--- src/rtl/word18_framer_fifo_if.sv ---
// Bus bundle for the 18-bit framer FIFO: framed word input, flagged 16-bit output
// and the dropped-word error reporting.
interface word18_framer_fifo_if #(
    parameter int ERR_W = 8
);
    logic [17:0]      in_data;
    logic             in_valid;
    logic             in_ready;
    logic [15:0]      out_data;
    logic             out_sof;
    logic             out_eof;
    logic             out_valid;
    logic             out_ready;
    logic             frame_err;
    logic [ERR_W-1:0] err_count;

    modport master (
        output in_data, in_valid, out_ready,
        input  in_ready, out_data, out_sof, out_eof, out_valid, frame_err, err_count
    );

    modport slave (
        input  in_data, in_valid, out_ready,
        output in_ready, out_data, out_sof, out_eof, out_valid, frame_err, err_count
    );
endinterface

--- src/rtl/word18_framer_fifo.sv ---
// First-word-fall-through FIFO for 18-bit framed words with a write-side framing
// checker. Words breaking SOF/EOF framing are accepted but discarded, so the
// output stream is always well-framed. Dropped words pulse frame_err and bump a
// saturating counter.
module word18_framer_fifo #(
    parameter int DEPTH = 8,
    parameter int AW    = 3,
    parameter int ERR_W = 8
) (
    input  logic                  clk,
    input  logic                  reset,
    word18_framer_fifo_if.slave   bus
);

    typedef enum logic [0:0] {
        ST_IDLE     = 1'b0,
        ST_IN_FRAME = 1'b1
    } state_t;

    localparam logic [AW:0]      FULL_CNT = (AW+1)'(DEPTH);
    localparam logic [AW:0]      CNT_ZERO = (AW+1)'(32'd0);
    localparam logic [AW:0]      CNT_ONE  = (AW+1)'(32'd1);
    localparam logic [AW-1:0]    PTR_ZERO = AW'(32'd0);
    localparam logic [AW-1:0]    PTR_ONE  = AW'(32'd1);
    localparam logic [ERR_W-1:0] ERR_ZERO = ERR_W'(32'd0);
    localparam logic [ERR_W-1:0] ERR_ONE  = ERR_W'(32'd1);
    localparam logic [ERR_W-1:0] ERR_MAX  = {ERR_W{1'b1}};

    // Storage is deliberately not reset; occupancy is tracked by pointers/count.
    logic [17:0]      mem_q [DEPTH];

    state_t           state_q,     state_d;
    logic [AW-1:0]    wr_ptr_q,    wr_ptr_d;
    logic [AW-1:0]    rd_ptr_q,    rd_ptr_d;
    logic [AW:0]      count_q,     count_d;
    logic             frame_err_q, frame_err_d;
    logic [ERR_W-1:0] err_count_q, err_count_d;

    logic             full_s;
    logic             empty_s;
    logic             accept_s;
    logic             pop_s;
    logic             store_s;
    logic             drop_s;
    logic             in_sof_s;
    logic             in_eof_s;
    logic [17:0]      head_s;

    // Handshake decode; in_ready depends on the registered count only.
    always_comb begin
        full_s   = (count_q == FULL_CNT);
        empty_s  = (count_q == CNT_ZERO);
        accept_s = bus.in_valid & ~full_s;
        pop_s    = bus.out_ready & ~empty_s;
        in_sof_s = bus.in_data[17];
        in_eof_s = bus.in_data[16];
        head_s   = mem_q[rd_ptr_q];
    end

    // Framing checker: decide store/drop for each accepted word and track frame state.
    always_comb begin
        state_d = state_q;
        store_s = 1'b0;
        drop_s  = 1'b0;
        if (accept_s) begin
            case (state_q)
                ST_IDLE: begin
                    if (in_sof_s) begin
                        store_s = 1'b1;
                        if (in_eof_s) begin
                            state_d = ST_IDLE;
                        end else begin
                            state_d = ST_IN_FRAME;
                        end
                    end else begin
                        drop_s = 1'b1;
                    end
                end
                ST_IN_FRAME: begin
                    if (in_sof_s) begin
                        // A stray SOF inside a frame is discarded; the frame continues.
                        drop_s = 1'b1;
                    end else begin
                        store_s = 1'b1;
                        if (in_eof_s) begin
                            state_d = ST_IDLE;
                        end else begin
                            state_d = ST_IN_FRAME;
                        end
                    end
                end
                default: begin
                    state_d = ST_IDLE;
                end
            endcase
        end else begin
            state_d = state_q;
        end
    end

    // FIFO pointers, occupancy and error bookkeeping.
    always_comb begin
        wr_ptr_d    = wr_ptr_q;
        rd_ptr_d    = rd_ptr_q;
        count_d     = count_q;
        frame_err_d = drop_s;
        err_count_d = err_count_q;

        if (store_s) begin
            wr_ptr_d = wr_ptr_q + PTR_ONE;
        end else begin
            wr_ptr_d = wr_ptr_q;
        end

        if (pop_s) begin
            rd_ptr_d = rd_ptr_q + PTR_ONE;
        end else begin
            rd_ptr_d = rd_ptr_q;
        end

        case ({store_s, pop_s})
            2'b10:   count_d = count_q + CNT_ONE;
            2'b01:   count_d = count_q - CNT_ONE;
            default: count_d = count_q;
        endcase

        if (drop_s && (err_count_q != ERR_MAX)) begin
            err_count_d = err_count_q + ERR_ONE;
        end else begin
            err_count_d = err_count_q;
        end
    end

    // Control state registers with asynchronous active-low reset.
    always_ff @(posedge clk or negedge reset) begin
        if (!reset) begin
            state_q     <= ST_IDLE;
            wr_ptr_q    <= PTR_ZERO;
            rd_ptr_q    <= PTR_ZERO;
            count_q     <= CNT_ZERO;
            frame_err_q <= 1'b0;
            err_count_q <= ERR_ZERO;
        end else begin
            state_q     <= state_d;
            wr_ptr_q    <= wr_ptr_d;
            rd_ptr_q    <= rd_ptr_d;
            count_q     <= count_d;
            frame_err_q <= frame_err_d;
            err_count_q <= err_count_d;
        end
    end

    // Word storage, written only for words that passed the framing check.
    always_ff @(posedge clk) begin
        if (store_s) begin
            mem_q[wr_ptr_q] <= bus.in_data;
        end
    end

    assign bus.in_ready  = ~full_s;
    assign bus.out_valid = ~empty_s;
    assign bus.out_data  = empty_s ? 16'h0000 : head_s[15:0];
    assign bus.out_sof   = empty_s ? 1'b0     : head_s[17];
    assign bus.out_eof   = empty_s ? 1'b0     : head_s[16];
    assign bus.frame_err = frame_err_q;
    assign bus.err_count = err_count_q;

endmodule
--- src/flat_wrapper.sv ---
// flat-port wrapper written by rule: the top's interface ports become plain ports
module word18_framer_fifo_flat 
#(
    parameter int DEPTH = 8,
    parameter int AW    = 3,
    parameter int ERR_W = 8
)
  (clk, reset, bus_in_data, bus_in_valid, bus_out_ready, bus_in_ready, bus_out_data, bus_out_sof, bus_out_eof, bus_out_valid, bus_frame_err, bus_err_count);
  word18_framer_fifo_if #(.ERR_W(ERR_W)) bus_i ();
  input  logic clk;
  input  logic reset;
  input wire logic [$bits(bus_i.in_data)-1:0] bus_in_data;
  input wire logic [$bits(bus_i.in_valid)-1:0] bus_in_valid;
  input wire logic [$bits(bus_i.out_ready)-1:0] bus_out_ready;
  output wire logic [$bits(bus_i.in_ready)-1:0] bus_in_ready;
  output wire logic [$bits(bus_i.out_data)-1:0] bus_out_data;
  output wire logic [$bits(bus_i.out_sof)-1:0] bus_out_sof;
  output wire logic [$bits(bus_i.out_eof)-1:0] bus_out_eof;
  output wire logic [$bits(bus_i.out_valid)-1:0] bus_out_valid;
  output wire logic [$bits(bus_i.frame_err)-1:0] bus_frame_err;
  output wire logic [$bits(bus_i.err_count)-1:0] bus_err_count;
  assign bus_i.in_data = bus_in_data;
  assign bus_i.in_valid = bus_in_valid;
  assign bus_i.out_ready = bus_out_ready;
  assign bus_in_ready = bus_i.in_ready;
  assign bus_out_data = bus_i.out_data;
  assign bus_out_sof = bus_i.out_sof;
  assign bus_out_eof = bus_i.out_eof;
  assign bus_out_valid = bus_i.out_valid;
  assign bus_frame_err = bus_i.frame_err;
  assign bus_err_count = bus_i.err_count;
  word18_framer_fifo #(.DEPTH(DEPTH), .AW(AW), .ERR_W(ERR_W)) u_core (.clk(clk), .reset(reset), .bus(bus_i));
endmodule
--- config.mk ---
export PLATFORM = sky130hd
export DESIGN_NAME = word18_framer_fifo_flat
export DESIGN_NICKNAME = d
export VERILOG_FILES = /design/src/rtl/word18_framer_fifo_if.sv /design/src/rtl/word18_framer_fifo.sv /design/src/flat_wrapper.sv
export SDC_FILE = /design/constraint.sdc
export NUM_CORES = 1
export LEC_CHECK = 0
export ABC_AREA = 1
export CAP_MARGIN = 20
export CORE_MARGIN = 10
export CORE_UTILIZATION = 40
export DETAILED_ROUTE_END_ITERATION = 8
export PLACE_DENSITY = 0.64
export SETUP_SLACK_MARGIN = 0.15
export SYNTH_ARGS = -nofsm -noshare
export SYNTH_HDL_FRONTEND = slang
export SYNTH_SLANG_ARGS = --single-unit
--- constraint.sdc ---
create_clock -name clk -period 2.65 [get_ports clk]
set_input_delay 0.265 -clock clk [delete_from_list [all_inputs] [get_ports clk]]
set_output_delay 0.265 -clock clk [all_outputs]
set_load 0.03 [all_outputs]
**Yosys cells after proc, flatten, opt, wreduce, memory -nomap -nowiden**

Memories as Yosys holds them, arrays and structs flattened.
Index checks and enable logic that the tools add are counted.

- Register bits: 20
- RAM bits: 144
- Input bits: 22
- Output and inout port bits: 29
- Logic and storage cells: 40
- Memories kept: 1

Memory list:

| memory | depth | width | read ports | clocked after Yosys merged registers in | wr ports | line | RTL |
|---|---|---|---|---|---|---|---|
| u_core.mem_q | 8 | 18 | 1 | 0 | 1 | word18_framer_fifo.sv:30 | `logic [17:0] mem_q [DEPTH];` |

- $add $sub $neg: 5
- Equality and inequality tests: 4
- Muxes and demuxes: 16
- Bitwise gates (word level): 5
- Reduce and logical (&&, ||, !) cells: 3

Operators with widths:

| kind | number |
|---|---|
| 16-bit 2-to-1 mux | 1 |
| 1-bit 2-to-1 mux | 11 |
| 8-bit by 1-bit adder with 8-bit output (second input constant) | 1 |
| 8-bit != test (second input constant) | 1 |
| 4-bit case mux with 2 select lines | 1 |
| 3-bit by 1-bit adder with 3-bit output (second input constant) | 2 |
| 1-bit case mux with 2 select lines | 3 |
| 4-bit by 1-bit adder with 4-bit output (second input constant) | 1 |
| 4-bit equality test (second input constant) | 1 |
| 4-bit logical NOT | 1 |
| 4-bit by 1-bit subtractor with 4-bit output (second input constant) | 1 |
| 1-bit inverter | 3 |
| 1-bit AND | 2 |
| 2-bit by 1-bit equality test with 1-bit output (second input constant) | 1 |
| 2-bit equality test (second input constant) | 1 |
| 2-bit nonzero test | 1 |
| 1-bit logical AND | 1 |

**Logic depth before layout (Yosys ltp)**

Gate-level depths: netlist of the first run.

- Depth in word-level cells: 6
- Mapped depth: 13
- Depth with buffers taken out: 13

**Least setup slack after synthesis of the first run**

OpenSTA, ideal clock, no wires.

- Path kind: register to register
- From: register u_core.count_q[1]
- To: memory u_core.mem_q[1][0], enable pin
- Setup time: 0.392 ns
- Arrival: 1.788 ns
- Data required time: 2.258 ns
- Path slack: 0.470 ns
- Stages on the path, launching flop included: 7
- Clock period less this slack: 2.180 ns
- Cells stage by stage: dfrtp_1 -> nor2_2 -> nand3_2 -> nand3_2 -> inv_1 -> nand2_1 -> nor2_1

- Cells in the longest elaborated chain, start to end: 6

Ends and longest elaborated chain:

| element | line | RTL |
|---|---|---|
| start: declaration | word18_framer_fifo.sv:35 | `logic [AW:0] count_q, count_d;` |
| start signal: assignment | word18_framer_fifo.sv:147 | `count_q <= count_d;` |
| 4-bit equality test | word18_framer_fifo.sv:51 | `full_s = (count_q == FULL_CNT);` |
| 1-bit inverter | - |  |
| net bus_in_ready | flat_wrapper.sv:15 | `output wire logic [$bits(bus_i.in_ready)-1:0] bus_in_ready;` |
| 1-bit AND | word18_framer_fifo.sv:53 | `accept_s = bus.in_valid & ~full_s;` |
| 1-bit 2-to-1 mux | word18_framer_fifo.sv:65 | `if (accept_s) begin` |
| 1-bit 2-to-1 mux | word18_framer_fifo.sv:155 | `if (store_s) begin` |
| 1-bit 2-to-1 mux (implied by the code) | word18_framer_fifo.sv:156 | `mem_q[wr_ptr_q] <= bus.in_data;` |
| end: declaration | word18_framer_fifo.sv:30 |  |

The timed path passes the listed nets, and every way through them passes these cells.

**Worst setup path after layout of the first run**

- From: register u_core.rd_ptr_q[1]
- To: output bus_out_sof

- Cells in the longest elaborated chain, start to end: 2

Ends and longest elaborated chain:

| element | line | RTL |
|---|---|---|
| start: declaration | word18_framer_fifo.sv:34 | `logic [AW-1:0] rd_ptr_q, rd_ptr_d;` |
| start signal: assignment | word18_framer_fifo.sv:146 | `rd_ptr_q <= rd_ptr_d;` |
| memory read 8 x 18 bit | - |  |
| 1-bit 2-to-1 mux | word18_framer_fifo.sv:163 | `assign bus.out_sof = empty_s ? 1'b0 : head_s[17];` |
| end: declaration | flat_wrapper.sv:17 | `output wire logic [$bits(bus_i.out_sof)-1:0] bus_out_sof;` |

No other way between the ends.

==> metrics.md, run 1 <==
| Metric | Value |
|---|---|
| PnR worst setup slack | `0.289 ns` |
| Avg WL per Cell | `16.9 um` |
| Power per cell area | `1180 nW/um^2` |
| Main area contributors after synthesis | `edfxtp_1, nor2_1, dfrtp_1, o21ai_0, nand2_1` |
| H-tree depth | `4` |
| Reg-to-reg startpoint | `u_core.count_q[1]` |
| Crit path max-delay family | `flip-flops` |
| Top sig layer | `met4` |
| Vias per Instance | `5.10` |
| Slew Limit Fails | `0` |
| Setup crit end kind | `output port` |
| Worst-path clk slew | `0.06 ns` |
| Post-place setup slack | `0.384 ns` |
| Vias after detailed routing | `4385` |
| Leak | `2.93 nW` |
| Ys async rst share | `12.2%` |
| Top cells by count, synth | `edfxtp_1, nor2_1, o21ai_0, nand2_1, dfrtp_1` |
| Die area | `22600 um^2` |
| Startpoint types | `flop` |
| Synthesis Warnings | `0` |
| Setup TNS | `0 ns` |
| Sw Ratio | `38.3%` |
| Share of cells above drive strength 1 | `12.8%` |
| Netlist cell types | `30` |
| Pint | `5.90 mW` |
| Routed WL | `14500 um` |
| Area delta synth->final | `19.3%` |
| Crit path from | `u_core.rd_ptr_q[1]` |
| First-pass GRT wire length | `23100 um` |
| 1st-iter DRT viols | `258` |
| RSZ-0062 raised after global routing | `no` |
| Worst skew pair latency | `0.42 ns` |
| CTS Root Buffer Type | `clkbuf_16` |
| Clock share of power | `23.9%` |
| Most frequent CP cell | `nor2_1` |
| Final period util | `89.1%` |
| Num CTS Buffers | `17` |
| Worst path cell trace | `buf_4 -> nor2_1 -> o21ai_0 -> o211ai_1 -> nand2_1 -> nor2_1 -> buf_12` |
| GRT Util Overall | `13.2%` |
| DR pass1 iterations | `5` |
| Status | `completed` |
| Initial antenna violation count | `0` |
| Arr. time, crit path | `2.10 ns` |
| Count leader, synth | `edfxtp_1` |
| Fin area | `8100 um^2` |
| Final ANT Viol Nets | `0` |
| Rows | `47` |
| Final setup viols | `0` |
| Slew @ Worst Pin | `0.445 ns` |
| Buffers & Inverters on Critical Path | `2` |
| Synth area leader | `edfxtp_1` |
| Syn Nets | `596` |
| Max Cap Violations | `0` |
| DRC viols | `0` |
| Average size of a mapped cell | `12.0 um^2` |
| Largest net degree at the start of global routing | `41` |
| Synth top area share | `63.7%` |
| Final net count | `655` |
| Flops & latches, synth | `164` |
| Port Buffers | `50` |
| WP data required | `2.38 ns` |
| Hold WS | `0.185 ns` |
| Critical path class | `flop to output port` |
| Die height | `150 um` |
| Design Power | `9.56 mW` |
| Clock tree sinks | `164` |
| TritonCTS clock tree | `yes` |
| Final hold violation count | `0` |
| Syn Inst Count | `568` |
| Dpl cell area | `7540 um^2` |
| EDFF count, synth | `144` |
| Max VDD drop | `0.694 mV` |
| Vias in the first global route | `4439` |
| Sequential power share | `35.4%` |
| Filler cell count | `1430` |
| Ys flop type | `edfxtp_1` |
| Clk_skew | `0.00453 ns` |
| CTS max path bufs | `2` |
| DP HPWL | `8670 um` |
| Starting Density | `40.9%` |
| Slowest cell on crit path | `dfrtp_2` |
| I/O pin cnt | `51` |
| R2R depth | `12` |
| Buffer count from post-CTS setup fixing | `0` |
| Reg2reg end | `u_core.count_q[2]` |
| GR Overflow Total | `0` |
| Routed length on met2 | `7130 um` |
| Fmax | `424 MHz` |
| Post-synthesis sequential area ratio | `71.1%` |
| Slew headroom | `70.3%` |
| Hold Path Class | `primary input to async pin` |
| R2r setup slk | `0.68 ns` |
| Tmin final | `2.36 ns` |
| Combinational power share | `40.7%` |
| CORE AREA | `16600 um^2` |
| Final GP Congestion | `0.825` |
| Die Span X | `150 um` |
| Post-Syn Area | `6790 um^2` |
| Worst Path Max Fanout | `22` |
| Metal-1 WL | `6330 um` |
| Switch Pwr | `3.67 mW` |
| CP peak stage delay | `0.54 ns` |
| Length of routed met3 wiring | `847 um` |
| Ant diodes | `0` |
cell families (layout without fill, tap and decap cells):
group	after synthesis	after routing	synth area share, %
xor+xnor	11	11	1.53
fa+ha+maj	6	6	1.11
simple gates	224	224	13.2
buf+inv	45	116	3.24
compound gates	118	118	9.84
flops	164	164	71.1
cells in the final DEF, fill, tap and decap left out, types with 2 or more instances in the layout:
| master | count |
|---|---|
| buf_12 | 3 |
| buf_4 | 32 |
| buf_6 | 2 |
| bufinv_16 | 2 |
| clkbuf_1 | 3 |
| clkbuf_16 | 17 |
| clkdlybuf4s50_1 | 32 |
| clkinv_1 | 3 |
| clkinv_2 | 3 |
| dfrtp_1 | 18 |
| dfrtp_2 | 2 |
| edfxtp_1 | 144 |
| ha_1 | 6 |
| inv_1 | 13 |
| inv_2 | 2 |
| nand2_1 | 68 |
| nand2_2 | 2 |
| nand3_1 | 6 |
| nand3_2 | 3 |
| nor2_1 | 136 |
| nor2_2 | 6 |
| o211ai_1 | 18 |
| o21ai_0 | 75 |
| o21ai_1 | 3 |
| o21ai_2 | 2 |
| o22ai_1 | 18 |
| xnor2_1 | 6 |
| xor2_1 | 4 |
per-layer routing:
metal  global-route usage [%]  up-vias
li1                         -     2122
met5                        0        -
met3                     4.38       15
met4                     4.57        0
met1                     16.0     2131
met2                     21.5      117
timing repair:
action                                  in CTS  in global routing
resized for setup                            1                  3
pin swaps                                    0                  0
hold buffers                                 0                  0
endpoints found under the setup margin       1                 15
worst register-to-register path: cells and delay by family, from the launching register on:
kind / cells / cell delay (ns)
buf+inv: 2 / 0.15
fa+ha+maj: 2 / 0.41
xor+xnor: 1 / 0.16
simple gates: 5 / 0.56
flops: 1 / 0.43
compound gates: 2 / 0.18
power by group through the flow:
stage	sequential [mW]	clock (mW)	combinational (mW)
2_1_floorplan	3.40	0	2.58
3_3_place_gp	3.41	0	3.86
3_5_place_dp	3.42	0	3.92
6_report	3.38	2.29	3.89
4_1_cts	3.37	2.34	3.94
5_1_grt	3.42	2.45	4.28
state kept, by name (all words and copies together) (netlist names):
register,cells
u_core.count_q,4
u_core.bus.err_count,8
u_core.wr_ptr_q,3
u_core.rd_ptr_q,3
u_core.bus.frame_err,1
u_core.mem_q,144
u_core.state_q,1
metrics by stage:
step | cells | utilization [%]
2_1_floorplan | 568 | -
5_1_grt | 859 | 48.8
6_report | 859 | 48.8
3_3_place_gp | 828 | 45.5
3_5_place_dp | 828 | 45.5
4_1_cts | 859 | 48.8
area by class of cell:
class / count / area (um^2) / share of cell area [%]
clock buffers: 20 / 437 / 5.39
clock inverters: 11 / 111 / 1.37
inverters: 16 / 62.6 / 0.772
multi-input cells: 359 / 1740 / 21.5
flip-flops and latches: 164 / 4830 / 59.6
well taps: 220 / 275 / 3.40
repair buffers: 69 / 643 / 7.94
how the worst max path moves through the flow:
| stage | end | slack [ns] | cells after the start |
|---|---|---|---|
| 3_5_place_dp | u_core.count_q[2] | 0.38 | 10 |
| 2_1_floorplan | u_core.mem_q[1][0] | 0.47 | 6 |
| 6_report | bus_out_sof | 0.29 | 7 |
| 3_3_place_gp | u_core.count_q[2] | 0.45 | 10 |
| 4_1_cts | bus_out_data[13] | 0.12 | 6 |
| 5_1_grt | bus_out_data[13] | 0.18 | 7 |
(Power assumes the default switching activity.)
==> run 2: changes to the inputs <==
Settings changed: RECOVER_POWER set to 25.
==> run 2 against run 1 <==
- sequential power barely moved
- core utilization barely moved
- clock-buffer cell count did not move
- largest power group unchanged
- clock power barely moved
- worst setup slack improved by 0.00084 ns
- die area did not move
- non-clock buffer count did not move
- worst hold slack improved by 0.29 ns
- maximum frequency barely moved
==> metrics.md, run 2 (same netlist as run 1, synthesis figures left out) <==
| Metric | Value |
|---|---|
| Hold Path Class | `primary input to flop` |
| I/O pin cnt | `51 (unchanged)` |
| CTS max path bufs | `2 (unchanged)` |
| Tmin final | `2.36 ns (-0.000844 ns)` |
| CP peak stage delay | `0.54 ns (about the same)` |
| 1st-iter DRT viols | `258 (unchanged)` |
| Beginning of the worst hold path | `bus_out_ready` |
| Seq. cell area | `4830 um^2 (unchanged)` |
| Number of cells on the worst hold path | `3` |
| Routed WL | `14500 um (+0.12%)` |
| Rows | `47 (unchanged)` |
| DRC viols | `0 (unchanged)` |
| Final net count | `655 (unchanged)` |
| Multi-input logic area | `1740 um^2 (unchanged)` |
| Vias per Instance | `5.11 (+0.11%)` |
| RSZ-0062 raised after global routing | `no` |
| R2R depth | `12 (unchanged)` |
| Die height | `150 um (unchanged)` |
| Hold Path End | `u_core.rd_ptr_q[0]` |
| Final hold violation count | `0 (unchanged)` |
| Final setup viols | `0 (unchanged)` |
| Die Span X | `150 um (unchanged)` |
| Leak | `2.93 nW (about the same)` |
| Max Cap Violations | `0 (unchanged)` |
| Worst path cell trace | `buf_4 -> nor2_1 -> o21ai_0 -> o211ai_1 -> nand2_1 -> nor2_1 -> buf_12` |
| Worst skew pair latency | `0.42 ns (about the same)` |
| Setup crit end kind | `output port` |
| Power per cell area | `1180 nW/um^2 (about the same)` |
| Max VDD drop | `0.695 mV (+0.12%)` |
| Largest net degree at the start of global routing | `41 (unchanged)` |
| Num CTS Buffers | `17 (unchanged)` |
| Final core utilization | `48.8% (about the same)` |
| Area delta synth->final | `19.3% (about the same)` |
| DR pass1 iterations | `5 (unchanged)` |
| Ant diodes | `0 (unchanged)` |
| Port Buffers | `50 (unchanged)` |
| TritonCTS clock tree | `yes` |
| H-tree depth | `4 (unchanged)` |
| Reg2reg end | `u_core.count_q[2]` |
| Initial antenna violation count | `0 (unchanged)` |
| PnR worst setup slack | `0.290 ns (+0.000844 ns)` |
| Largest reg by FF count | `u_core.mem_q` |
| Avg WL per Cell | `16.9 um (+0.12%)` |
| Worst Path Max Fanout | `22 (unchanged)` |
| Slew @ Worst Pin | `1.10 ns (+0.655 ns)` |
| Most frequent CP cell | `nor2_1` |
| Share of cells above drive strength 1 | `12.7% (-0.16 points)` |
| Slowest cell on crit path | `dfrtp_2` |
| Post-place setup slack | `0.384 ns (unchanged)` |
| Slew headroom | `26.7% (-44 points)` |
| Critical path class | `flop to output port` |
| Final ANT Viol Nets | `0 (unchanged)` |
| Reg-to-reg startpoint | `u_core.count_q[1]` |
| Vias after detailed routing | `4390 (+0.11%)` |
| Worst-path clk slew | `0.06 ns (about the same)` |
| Final GP Congestion | `0.825 (unchanged)` |
| Filler cell count | `1432 (+0.14%)` |
| Clock tree sinks | `164 (unchanged)` |
| Commonest non-fill, non-tap cell in the layout | `edfxtp_1` |
| Arr. time, crit path | `2.09 ns (about the same)` |
| Max reg flops | `144 (unchanged)` |
| GRT Util Overall | `13.2% (unchanged)` |
| Fmax | `424 MHz (about the same)` |
| Die area | `22600 um^2 (unchanged)` |
| Final period util | `89.1% (about the same)` |
| R2r setup slk | `0.67 ns (about the same)` |
| Setup TNS | `0 ns (unchanged)` |
| Commonest cells after routing, fill and taps aside | `edfxtp_1, nor2_1, o21ai_0, nand2_1, buf_4` |
| First-pass GRT wire length | `23100 um (unchanged)` |
| CTS Root Buffer Type | `clkbuf_16` |
| Buffer count from post-CTS setup fixing | `0 (unchanged)` |
| Fin area | `8100 um^2 (about the same)` |
| Startpoint types | `flop` |
| Status | `completed` |
| CORE AREA | `16600 um^2 (unchanged)` |
| Starting Density | `40.9% (unchanged)` |
| WP data required | `2.38 ns (about the same)` |
| DP HPWL | `8670 um (unchanged)` |
| GR Overflow Total | `0 (unchanged)` |
| Vias in the first global route | `4439 (unchanged)` |
| Clk_skew | `0.00451 ns (-0.0000184 ns)` |
| Dpl cell area | `7540 um^2 (unchanged)` |
| Slew Limit Fails | `0 (unchanged)` |
## run 2: cell count changes in the layout (fill, tap and decap cells not counted), sizes merged
cell           previous run  this run
buf                      37        36
dlygate4sd3               0        11
clkdlybuf4s50            32        21
clkbuf                   20        21
## run 2: cell type report
cell class                 count  area share, %
clock buffer                  20           5.39
inverter                      16          0.773
clock inverter                11           1.38
timing repair buffer          69           7.90
tap                          220           3.40
sequential                   164           59.6
multi-input combinational    359           21.5
## run 2: stage by stage
step	hold slack (ns)	power (mW)	std cells
2_1_floorplan	-0.0306	5.98	568
3_3_place_gp	0.467	7.27	828
3_5_place_dp	0.486	7.34	828
4_1_cts	0.173	9.66	859
5_1_grt	0.472	10.1	859
6_report	0.470	9.56	859
## run 2: layer usage
metal  part of all wire [%]  vias up  track usage, %
li1                       -     2122               -
met1                     44     2131            16.0
met2                     49      122            21.5
met3                    6.0       15            4.38
met4                    1.2        0            4.57
met5                      0        -               0
## run 2: how the worst max path moves through the flow
stage | endpoint | cells after the start | slack, ns | start
after global routing | bus_out_data[13] | 7 | 0.18 | u_core.rd_ptr_q[0]
after detailed placement | u_core.count_q[2] | 10 | 0.38 | bus_in_data[17]
after global placement | u_core.count_q[2] | 10 | 0.45 | bus_in_data[17]
after floorplan | u_core.mem_q[1][0] | 6 | 0.47 | u_core.count_q[1]
after CTS | bus_out_data[13] | 6 | 0.12 | u_core.rd_ptr_q[1]
final | bus_out_sof | 7 | 0.29 | u_core.rd_ptr_q[1]
## run 2: where the power goes
part           switching, mW  internal, mW
Clock                  0.921          1.37
Combinational           2.51          1.38
Sequential             0.239          3.14
## run 2: critical path: cells and delay by family (launching register included)
kind | cells | cell delay [ns]
AND/OR/NAND/NOR | 3 | 0.51
AO/OA/AOI/OAI | 2 | 0.18
flip-flops | 1 | 0.54
buffers and inverters | 2 | 0.44
## run 2: repair_timing
action                                  CTS  global route
hold buffers                              0             0
endpoints found under the setup margin    1            15
gates resized for setup                   1             3
